**src/rtl/pwm16_fader.sv**
```systemverilog
// pwm16_fader: slew-rate limited duty fader; define PWM16_FADER_GAMMA_EN for squared (gamma) output
module pwm16_fader #(
    parameter int unsigned STEP_DIV  = 256,
    parameter logic [15:0] STEP_SIZE = 16'h0001
) (
    input  logic        clk,
    input  logic        reset,
    input  logic [15:0] target,
    output logic [15:0] level,
    output logic        busy,
    output logic        done
);
    typedef enum logic {IDLE, FADING} state_t;
    state_t state, state_nxt;
    logic [15:0] cnt, cur, cur_nxt, diff, step;
    logic tick, up, done_nxt;
    assign tick = cnt == 16'(STEP_DIV - 1);
    assign up = target > cur;
    // distance is taken before stepping so the step clamps exactly onto the target
    assign diff = up ? target - cur : cur - target;
    assign step = diff < STEP_SIZE ? diff : STEP_SIZE;
    assign cur_nxt = !tick ? cur : up ? cur + step : cur - step;
    assign busy = state == FADING;
    always_comb begin
        state_nxt = cur_nxt != target ? FADING : IDLE;
        done_nxt = tick && cur != target && cur_nxt == target;
    end
    always_ff @(posedge clk or negedge reset) begin
        if (!reset) begin
            state <= IDLE;
            cnt <= 16'd0;
            cur <= 16'd0;
            done <= 1'b0;
        end else begin
            state <= state_nxt;
            cnt <= tick ? 16'd0 : cnt + 16'd1;
            cur <= cur_nxt;
            done <= done_nxt;
        end
    end
`ifdef PWM16_FADER_GAMMA_EN
    logic [31:0] sq;
    always_ff @(posedge clk or negedge reset) begin
        if (!reset) begin
            sq <= 32'd0;
            level <= 16'd0;
        end else begin
            sq <= 32'(cur) * 32'(cur);
            level <= sq[31:16];
        end
    end
`else
    always_ff @(posedge clk or negedge reset) begin
        if (!reset) level <= 16'd0;
        else level <= cur;
    end
`endif
endmodule

```
**config.mk**
```make
export PLATFORM = sky130hd
export DESIGN_NAME = pwm16_fader
export DESIGN_NICKNAME = d
export VERILOG_FILES = /design/src/rtl/pwm16_fader.sv
export SDC_FILE = /design/constraint.sdc
export NUM_CORES = 1
export LEC_CHECK = 0
export ABC_AREA = 1
export BUFFER_PORTS_ARGS = -buffer_cell sky130_fd_sc_hd__buf_2
export CAP_MARGIN = 10
export CORE_MARGIN = 2
export CORE_UTILIZATION = 40
export CTS_CLUSTER_DIAMETER = 40
export DETAILED_ROUTE_END_ITERATION = 16
export MAX_ROUTING_LAYER = met4
export SKIP_CTS_REPAIR_TIMING = 1
export SLEW_MARGIN = 15
export SYNTH_ARGS = -nofsm -noshare
export SYNTH_HDL_FRONTEND = slang
export SYNTH_SLANG_ARGS = --single-unit
```
**constraint.sdc**
```tcl
create_clock -name clk -period 7.92 [get_ports clk]
set_input_delay 1.584 -clock clk [delete_from_list [all_inputs] [get_ports clk]]
set_output_delay 1.584 -clock clk [all_outputs]
set_load 0.02 [all_outputs]
```
==> results of run 1 <==
-- sequential cells by signal (all words and copies together) (netlist names) --
signal  cells
busy        1
cnt        16
cur        16
done        1
level      16
-- cell type report --
class / count / area share
clock buffers: 7 / 0.0259
inverters: 172 / 0.110
repair buffers: 36 / 0.0311
clock inverters: 1 / 0.00149
multi-input cells: 631 / 0.582
well taps: 176 / 0.0374
flip-flops and latches: 50 / 0.213
-- cell usage in the layout (no fill, tap or decap), types with 8 or more instances in the layout --
| cell | Yosys | routed |
|---|---|---|
| nand4_1 | 16 | 16 |
| nand2_2 | 10 | 10 |
| xor2_1 | 23 | 23 |
| dfrtp_1 | 50 | 50 |
| a21oi_1 | 30 | 30 |
| inv_1 | 165 | 165 |
| or2_2 | 10 | 10 |
| buf_2 | 7 | 35 |
| nor3_1 | 9 | 9 |
| nor2_2 | 8 | 8 |
| ha_1 | 48 | 48 |
| nand2_1 | 300 | 300 |
| nor2_1 | 60 | 60 |
| nand3_1 | 62 | 62 |
| o21ai_0 | 13 | 13 |
-- worst max-delay path by stage --
stage,depth (start not counted),to,slack [ns],startpoint
global placement,34,done,0.75,target[8]
CTS,33,done,1.02,target[8]
detailed placement,34,done,0.74,target[8]
finish,34,done,0.95,target[8]
floorplan,35,done,1.97,target[14]
global route,37,done,0.40,target[0]
-- power by group through the flow --
stage,Sequential (uW),Combinational [uW],Clock [uW]
2_1_floorplan,260,119,0
3_3_place_gp,260,160,0
3_5_place_dp,260,159,0
4_1_cts,255,160,234
5_1_grt,255,182,248
6_report,255,161,230
-- logic make-up after synthesis --
logic type,Yosys count
buffers and inverters,186
xor gates and xnor gates,29
AOI/OAI and AO/OA,55
and+or+nand+nor,495
adders and majority gates,51
DFF,50
other,1
-- critical path, delay by kind of cell --
family | cells | cell delay [ns]
AO/OA/AOI/OAI | 5 | 1.20
adder cells (fa/ha/maj) | 3 | 1.05
buffers and inverters | 6 | 0.52
AND/OR/NAND/NOR | 20 | 2.75
-- metal layers --
metal	track usage	wire, um	vias to the layer above
met5	-	0	-
met4	0.0233	79	0
met3	0.0241	642	6
met2	0.327	6130	118
met1	0.306	7440	2270
li1	-	-	2704
-- per-stage QoR --
stage,area (um2),hold slack (ns),std cells,total power (uW),setup slack (ns)
after floorplan,5420,0.374,867,379,1.97
after global placement,5720,0.401,1065,420,0.750
after detailed placement,5720,0.395,1065,419,0.735
after CTS,5880,0.418,1073,649,1.02
after global routing,5880,0.427,1073,685,0.398
final,5880,0.413,1073,646,0.952
==> flow_summary_export.csv, run 1 <==
group,metric,value,unit
sta,fin_skew,0.0112,ns
outcome,status,"completed",
setup_path,required,8.10,ns
floorplan,die_area,14500,um2
sta,tns,0,ns
synthesis,synth_top_area_frac,0.231,
grt,antenna_found_initial,0,
route,routed_wirelength,14.3,mm
route,vias,5098,
setup_path,crit-reg2reg-capture,"done",
synthesis,synthSimpleGateAreaFrac,0.402,
clock_network,htreeDepth,2,
sta,max-slew-margin-rel,0.585,
synthesis,synth_compound_area_frac,0.0603,
min_path,holdPathStages,0,
power_and_ir_drop,p_leak,0.00351,uW
final_layout,nets,965,
setup_path,crit_fanout,25,
grt,grt_first_pass_wirelength,23.7,mm
synthesis,postSynth.asyncResetShare,1.00,
final_layout,regArea,1250,um2
floorplan,rows,42,
setup_path,rr_startpoint,"cur[8]",
floorplan,core_area,13200,um2
clock_network,numCtsBuffers,5,
power_and_ir_drop,swShare,0.312,
placed_design,place_hpwl,11.8,mm
setup_path,r2r_slack,1.96,ns
synthesis,synth_top_family_by_area,"simple AND/OR/NAND/NOR gates",
route,vias_per_cell,4.75,
grt,grt_max_degree,51,
sta,rsz0062_at_grt,"false",
synthesis,synth_edf_count,0,
final_layout,drive_above_1_share,0.101,
floorplan,die_w,120,um
synthesis,muxShareOfSynthArea,0,
power_and_ir_drop,p_seq_frac,0.395,
floorplan,initial_core_util,0.409,
clock_network,cts_tree,"built",
sta,hold_viol,0,
synthesis,syn_avg_cell_area,6.25,um2
synthesis,syn_area,5420,um2
clock_network,cts_root_buf,"clkbuf_16",
synthesis,netlist_top_cells_count,"nand2_1 (300), inv_1 (165), nand3_1 (62), nor2_1 (60), dfrtp_1 (50)",
synthesis,synthAdderAreaFrac,0.122,
min_path,min_to,"level[15]",
synthesis,yosys.area_share.xor_xnor,0.0469,
synthesis,synth_seq_area_share,0.231,
sta,slew_viol_final,0,
synthesis,synth.net_count,936,
setup_path,critPathMostFrequentCell,"nand3_1",
route,drtPass1Iterations,7,
setup_path,r2r.worst_path.cells,32,
final_layout,fin_util,0.444,
floorplan,ios,36,
clock_network,clk_pin_slew,0.06,ns
min_path,hold_path_class,"reg2reg",
sta,period_needed,6.97,ns
setup_path,end_kind,"register",
placed_design,io_buffers,35,
setup_path,slowest_delay,0.47,ns
route,drc,0,
power_and_ir_drop,vdd_drop_max,88.6,uV
route,final_antenna_net_count,0,
grt,gr-total-overflow,0,
power_and_ir_drop,p_per_area,110,nW/um2
sta,setup_viol_count_final,0,
setup_path,cp_data_arrival_time,7.15,ns
synthesis,synth_cell_types,43,
final_layout,fillers,1442,
min_path,min_from,"cur[15]",
sta,worst_pin_slew,0.623,ns
setup_path,start_kind,"input port",
synthesis,dominantRegCellSynth,"dfrtp_1",
power_and_ir_drop,p_switching,202,uW
synthesis,synth_most_common_cell,"nand2_1",
placed_design,gp_congestion,0.928,
synthesis,synth_area_leaders,"dfrtp_1 (23%), nand2_1 (21%), inv_1 (11%)",
sta,post-route-period-util,0.880,
synthesis,yosys_warnings,0,
synthesis,ys_ff_latch,50,
final_layout,diodes,0,
flow_run,cap_violations,0,
power_and_ir_drop,combinationalPowerShare,0.249,
route,wl_per_cell,13.3,um
floorplan,dieHeight,120,um
grt,grt.total_usage,0.211,
clock_network,cts.sinks,50,
power_and_ir_drop,p_clk_frac,0.356,
synthesis,syn_inst,867,
final_layout,multi_input_area,3420,um2
synthesis,yosysTopAreaCell,"dfrtp_1",
power_and_ir_drop,p_int,445,uW
final_layout,syn_to_final_growth,8.59,%
grt,grt_pass1_vias,4743,
setup_path,critPathSlowestCell,"ha_1",
route,initialDrtViolationCount,322,
clock_network,cts_max_path_buffers,2,
setup_path,critical_path_class,"in2reg",
clock_network,worstSkewPairLatency,0.29,ns
sta,fmax,0.144,GHz
No activity file was read; power rests on OpenSTA's default activity.
==> run 2: changes to the inputs <==
--- a/config.mk
+++ b/config.mk
@@ -8,6 +8,7 @@
 export ABC_AREA = 1
 export BUFFER_PORTS_ARGS = -buffer_cell sky130_fd_sc_hd__buf_2
 export CAP_MARGIN = 10
+export CORE_ASPECT_RATIO = 1.4
 export CORE_MARGIN = 2
 export CORE_UTILIZATION = 40
 export CTS_CLUSTER_DIAMETER = 40
==> run 2 against run 1 <==
Die area barely moved; critical path type unchanged; highest routed layer unchanged; worst setup slack worse by 0.021 ns; count of clock-buffer cells in the layout fell by 2.
==> flow_summary_export.csv, run 2 (same netlist as run 1, synthesis figures left out) <==
group,metric,value,unit
route,initialDrtViolationCount,199,
sta,post-route-period-util,0.882,
sta,setup_slack,0.931,ns
route,final_antenna_net_count,0,
sta,setup_viol_count_final,0,
setup_path,start_kind,"input port",
grt,grt.total_usage,0.223,
power_and_ir_drop,vdd_drop_max,109,uV
final_layout,final_cell_mix,"nand2_1 (300), inv_1 (165), nand3_1 (62)",
route,drtPass1Iterations,4,
sta,rsz0062_at_grt,"false",
floorplan,dieHeight,142,um
setup_path,crit_fanout,25,
clock_network,htreeDepth,2,
floorplan,die_w,102,um
clock_network,cts.sinks,50,
placed_design,place_hpwl,12.4,mm
grt,grt_max_degree,51,
grt,gr-total-overflow,0,
sta,max-slew-margin-rel,0.569,
route,drc,0,
floorplan,core_area,13300,um2
setup_path,startpoint,"target[12]",
clock_network,clk_pin_slew,0.07,ns
grt,grt_first_pass_wirelength,24.3,mm
placed_design,detailedPlace.worstSlack,0.657,ns
final_layout,fillers,1497,
clock_network,cts_tree,"built",
placed_design,gp_congestion,0.927,
setup_path,slowest_delay,0.47,ns
sta,tns,0,ns
setup_path,rr_startpoint,"cur[12]",
flow_run,cap_violations,0,
outcome,status,"completed",
route,wl_per_cell,13.7,um
setup_path,required,8.12,ns
min_path,hold_path_class,"reg2reg",
sta,hold_viol,0,
sta,fmax,0.143,GHz
final_layout,drive_above_1_share,0.100,
min_path,min_from,"cur[15]",
power_and_ir_drop,p_per_area,108,nW/um2
route,vias,5154,
sta,worst_pin_slew,0.647,ns
floorplan,rows,50,
grt,antenna_found_initial,0,
sta,period_needed,6.99,ns
floorplan,initial_core_util,0.407,
setup_path,critical_path_class,"in2reg",
power_and_ir_drop,finalPower,631,uW
final_layout,nets,965,
setup_path,critPathSlowestCell,"ha_1",
setup_path,cp_data_arrival_time,7.19,ns
sta,fin_skew,0.0144,ns
clock_network,cts_max_path_buffers,2,
grt,grt_pass1_vias,5128,
final_layout,layout_commonest_cell,"nand2_1",
setup_path,end_kind,"register",
clock_network,numCtsBuffers,5,
placed_design,io_buffers,35,
final_layout,largestRegisters,"cnt x16, cur x16, level x16",
power_and_ir_drop,p_leak,0.00349,uW
route,vias_per_cell,4.78,
final_layout,syn_to_final_growth,8.34,%
route,routed_wirelength,14.8,mm
floorplan,die_area,14500,um2
sta,slew_viol_final,0,
clock_network,cts_root_buf,"clkbuf_16",
clock_network,worstSkewPairLatency,0.30,ns
final_layout,diodes,0,
floorplan,ios,36,
[run 2: final timing paths]
check	endpoint	slack (ns)	depth (start not counted)
setup reg to reg	done	1.93	32
max in group asynchronous	cnt[0]	6.09	2
hold reg to reg	level[15]	0.42	0
min in group asynchronous	cnt[11]	1.39	2
hold / removal	level[15]	0.42	0
setup / recovery	done	0.93	34
[run 2: where the power goes]
part	total [uW]	switching (uW)	internal [uW]
Sequential	255	0.0000316	255
Clock	214	98.6	115
Combinational	162	107	54.3
[run 2: layout make-up]
class                   count  area (um2)  area share
inverters                 172         646       0.110
well taps                 182         228      0.0388
repair buffers             36         183      0.0311
flip-flops and latches     50        1250       0.213
multi-input cells         631        3420       0.583
clock buffers               5         125      0.0213
clock inverters             2        15.0     0.00256
[run 2: per-layer routing]
layer	track usage	up-vias	wire length, um
met5	-	-	0
met4	0.121	0	807
met3	0.0202	46	377
met2	0.394	99	7740
met1	0.241	2305	5890
li1	-	2704	-
[run 2: through the flow]
stage / hold WS [ns] / util / instances / area, um2
after floorplan: 0.374 / - / 867 / 5420
after global placement: 0.398 / 0.430 / 1071 / 5730
after detailed placement: 0.398 / 0.430 / 1071 / 5730
after CTS: 0.416 / 0.440 / 1078 / 5870
after global routing: 0.438 / 0.440 / 1078 / 5870
final: 0.416 / 0.440 / 1078 / 5870
[run 2: worst max-delay path, delay by kind of cell]
kind | cells | cell delay, ns
AND/OR/NAND/NOR | 22 | 3.03
buffers and inverters | 4 | 0.36
AO/OA/AOI/OAI | 5 | 1.18
adder cells (fa/ha/maj) | 3 | 1.04
==> run 3: changes to the inputs <==
--- a/config.mk
+++ b/config.mk
@@ -9,7 +9,7 @@
 export BUFFER_PORTS_ARGS = -buffer_cell sky130_fd_sc_hd__buf_2
 export CAP_MARGIN = 10
 export CORE_ASPECT_RATIO = 1.4
-export CORE_MARGIN = 2
+export CORE_MARGIN = 3
 export CORE_UTILIZATION = 40
 export CTS_CLUSTER_DIAMETER = 40
 export DETAILED_ROUTE_END_ITERATION = 16
==> run 3 against run 2 <==
Sequential share of layout area is essentially flat; register-to-register slack gained 0.19 ns; clock skew shrank 0.0042 ns; worst hold slack lost 0.0019 ns; largest cell class unchanged; core utilization grew 0.95 points.
==> flow_summary_export.csv, run 3 (same netlist as run 1, synthesis figures left out) <==
group,metric,value,unit
setup_path,cp_data_arrival_time,7.02,ns
min_path,hold_path_class,"reg2reg",
placed_design,place_hpwl,12.3,mm
power_and_ir_drop,p_leak,0.00350,uW
setup_path,cp_num_buf_inv,4,
power_and_ir_drop,p_per_area,108,nW/um2
sta,post-route-period-util,0.857,
sta,hold_viol,0,
setup_path,crit_fanout,16,
setup_path,critPathSlowestCell,"ha_1",
min_path,min_to,"level[15]",
route,drtPass1Iterations,5,
route,vias,5087,
final_layout,syn_to_final_growth,8.45,%
power_and_ir_drop,vdd_drop_max,112,uV
sta,fmax,0.147,GHz
setup_path,critical_path_class,"in2reg",
grt,grt.total_usage,0.206,
route,routed_wirelength,14.6,mm
clock_network,cts_tree,"built",
setup_path,r2r_slack,2.12,ns
min_path,holdPathStages,0,
final_layout,final_cell_mix,"nand2_1 (300), inv_1 (165), nand3_1 (62)",
route,initialDrtViolationCount,211,
sta,period_needed,6.79,ns
route,wl_per_cell,13.6,um
sta,worst_pin_slew,0.642,ns
floorplan,initial_core_util,0.415,
clock_network,cts_max_path_buffers,2,
floorplan,ios,36,
floorplan,die_w,104,um
setup_path,r2r.worst_path.cells,31,
clock_network,numCtsBuffers,5,
setup_path,crit-reg2reg-capture,"done",
clock_network,cts_root_buf,"clkbuf_16",
sta,max-slew-margin-rel,0.572,
clock_network,clk_pin_slew,0.07,ns
outcome,status,"completed",
placed_design,io_buffers,35,
grt,gr-total-overflow,0,
sta,slew_viol_final,0,
final_layout,nets,965,
placed_design,gp_congestion,0.946,
grt,grt_max_degree,51,
sta,rsz0062_at_grt,"false",
sta,setup_viol_count_final,0,
clock_network,worstSkewPairLatency,0.30,ns
final_layout,diodes,0,
final_layout,drive_above_1_share,0.101,
clock_network,cts.sinks,50,
sta,tns,0,ns
clock_network,htreeDepth,2,
setup_path,required,8.16,ns
flow_run,cap_violations,0,
placed_design,dpl_cell_area,5720,um2
route,final_antenna_net_count,0,
route,drc,0,
final_layout,layout_commonest_cell,"nand2_1",
final_layout,stdcell_area,5880,um2
final_layout,largestRegisters,"cnt x16, cur x16, level x16",
grt,antenna_found_initial,0,
floorplan,core_area,13100,um2
setup_path,rr_startpoint,"cur[12]",
floorplan,dieHeight,144,um
setup_path,critical_path.top_delay_family,"simple AND/OR/NAND/NOR gates",
grt,grt_pass1_vias,5052,
route,vias_per_cell,4.73,
setup_path,slowest_delay,0.46,ns
setup_path,start_kind,"input port",
floorplan,rows,49,
grt,grt_first_pass_wirelength,23.9,mm
sta,fin_skew,0.0102,ns
floorplan,die_area,15000,um2
setup_path,end_kind,"register",
min_path,min_from,"cur[15]",
run 3: per-layer routing:
layer / vias up / GRT usage / part of all wire
met5: - / - / 0
met4: 0 / 0.0833 / 0.036
met3: 36 / 0.0130 / 0.020
met2: 71 / 0.394 / 0.53
met1: 2263 / 0.221 / 0.41
li1: 2717 / - / -
run 3: metrics by stage:
step | setup WS [ns] | total power, uW | hold slack [ns] | cells | util
floorplan | 1.97 | 379 | 0.374 | 867 | -
global placement | 0.844 | 421 | 0.409 | 1067 | 0.438
detailed placement | 0.812 | 421 | 0.404 | 1067 | 0.438
CTS | 1.12 | 646 | 0.422 | 1075 | 0.450
global route | 0.567 | 674 | 0.438 | 1075 | 0.450
finish | 1.13 | 636 | 0.414 | 1075 | 0.450
run 3: worst max-delay path by stage:
stage | endpoint | slack, ns | from | cells past startpoint
after floorplan | done | 1.97 | target[14] | 35
after global placement | done | 0.84 | target[12] | 34
after detailed placement | done | 0.81 | target[12] | 34
after CTS | done | 1.12 | target[12] | 33
after global routing | done | 0.57 | target[12] | 33
final | done | 1.13 | target[12] | 33
run 3: area by class of cell:
type	instances	area [um2]
clock inverter	2	12.5
multi-input combinational	631	3420
fill	1442	7180
timing repair buffer	36	183
clock buffer	6	139
tap	178	223
sequential	50	1250
inverter	172	646
run 3: power breakdown:
part	internal, uW	leakage, uW	switching (uW)
combinational	54.4	0.00282	106
clock	125	0.0000729	95.1
sequential	255	0.000606	0.0000399
total	435	0.00350	201
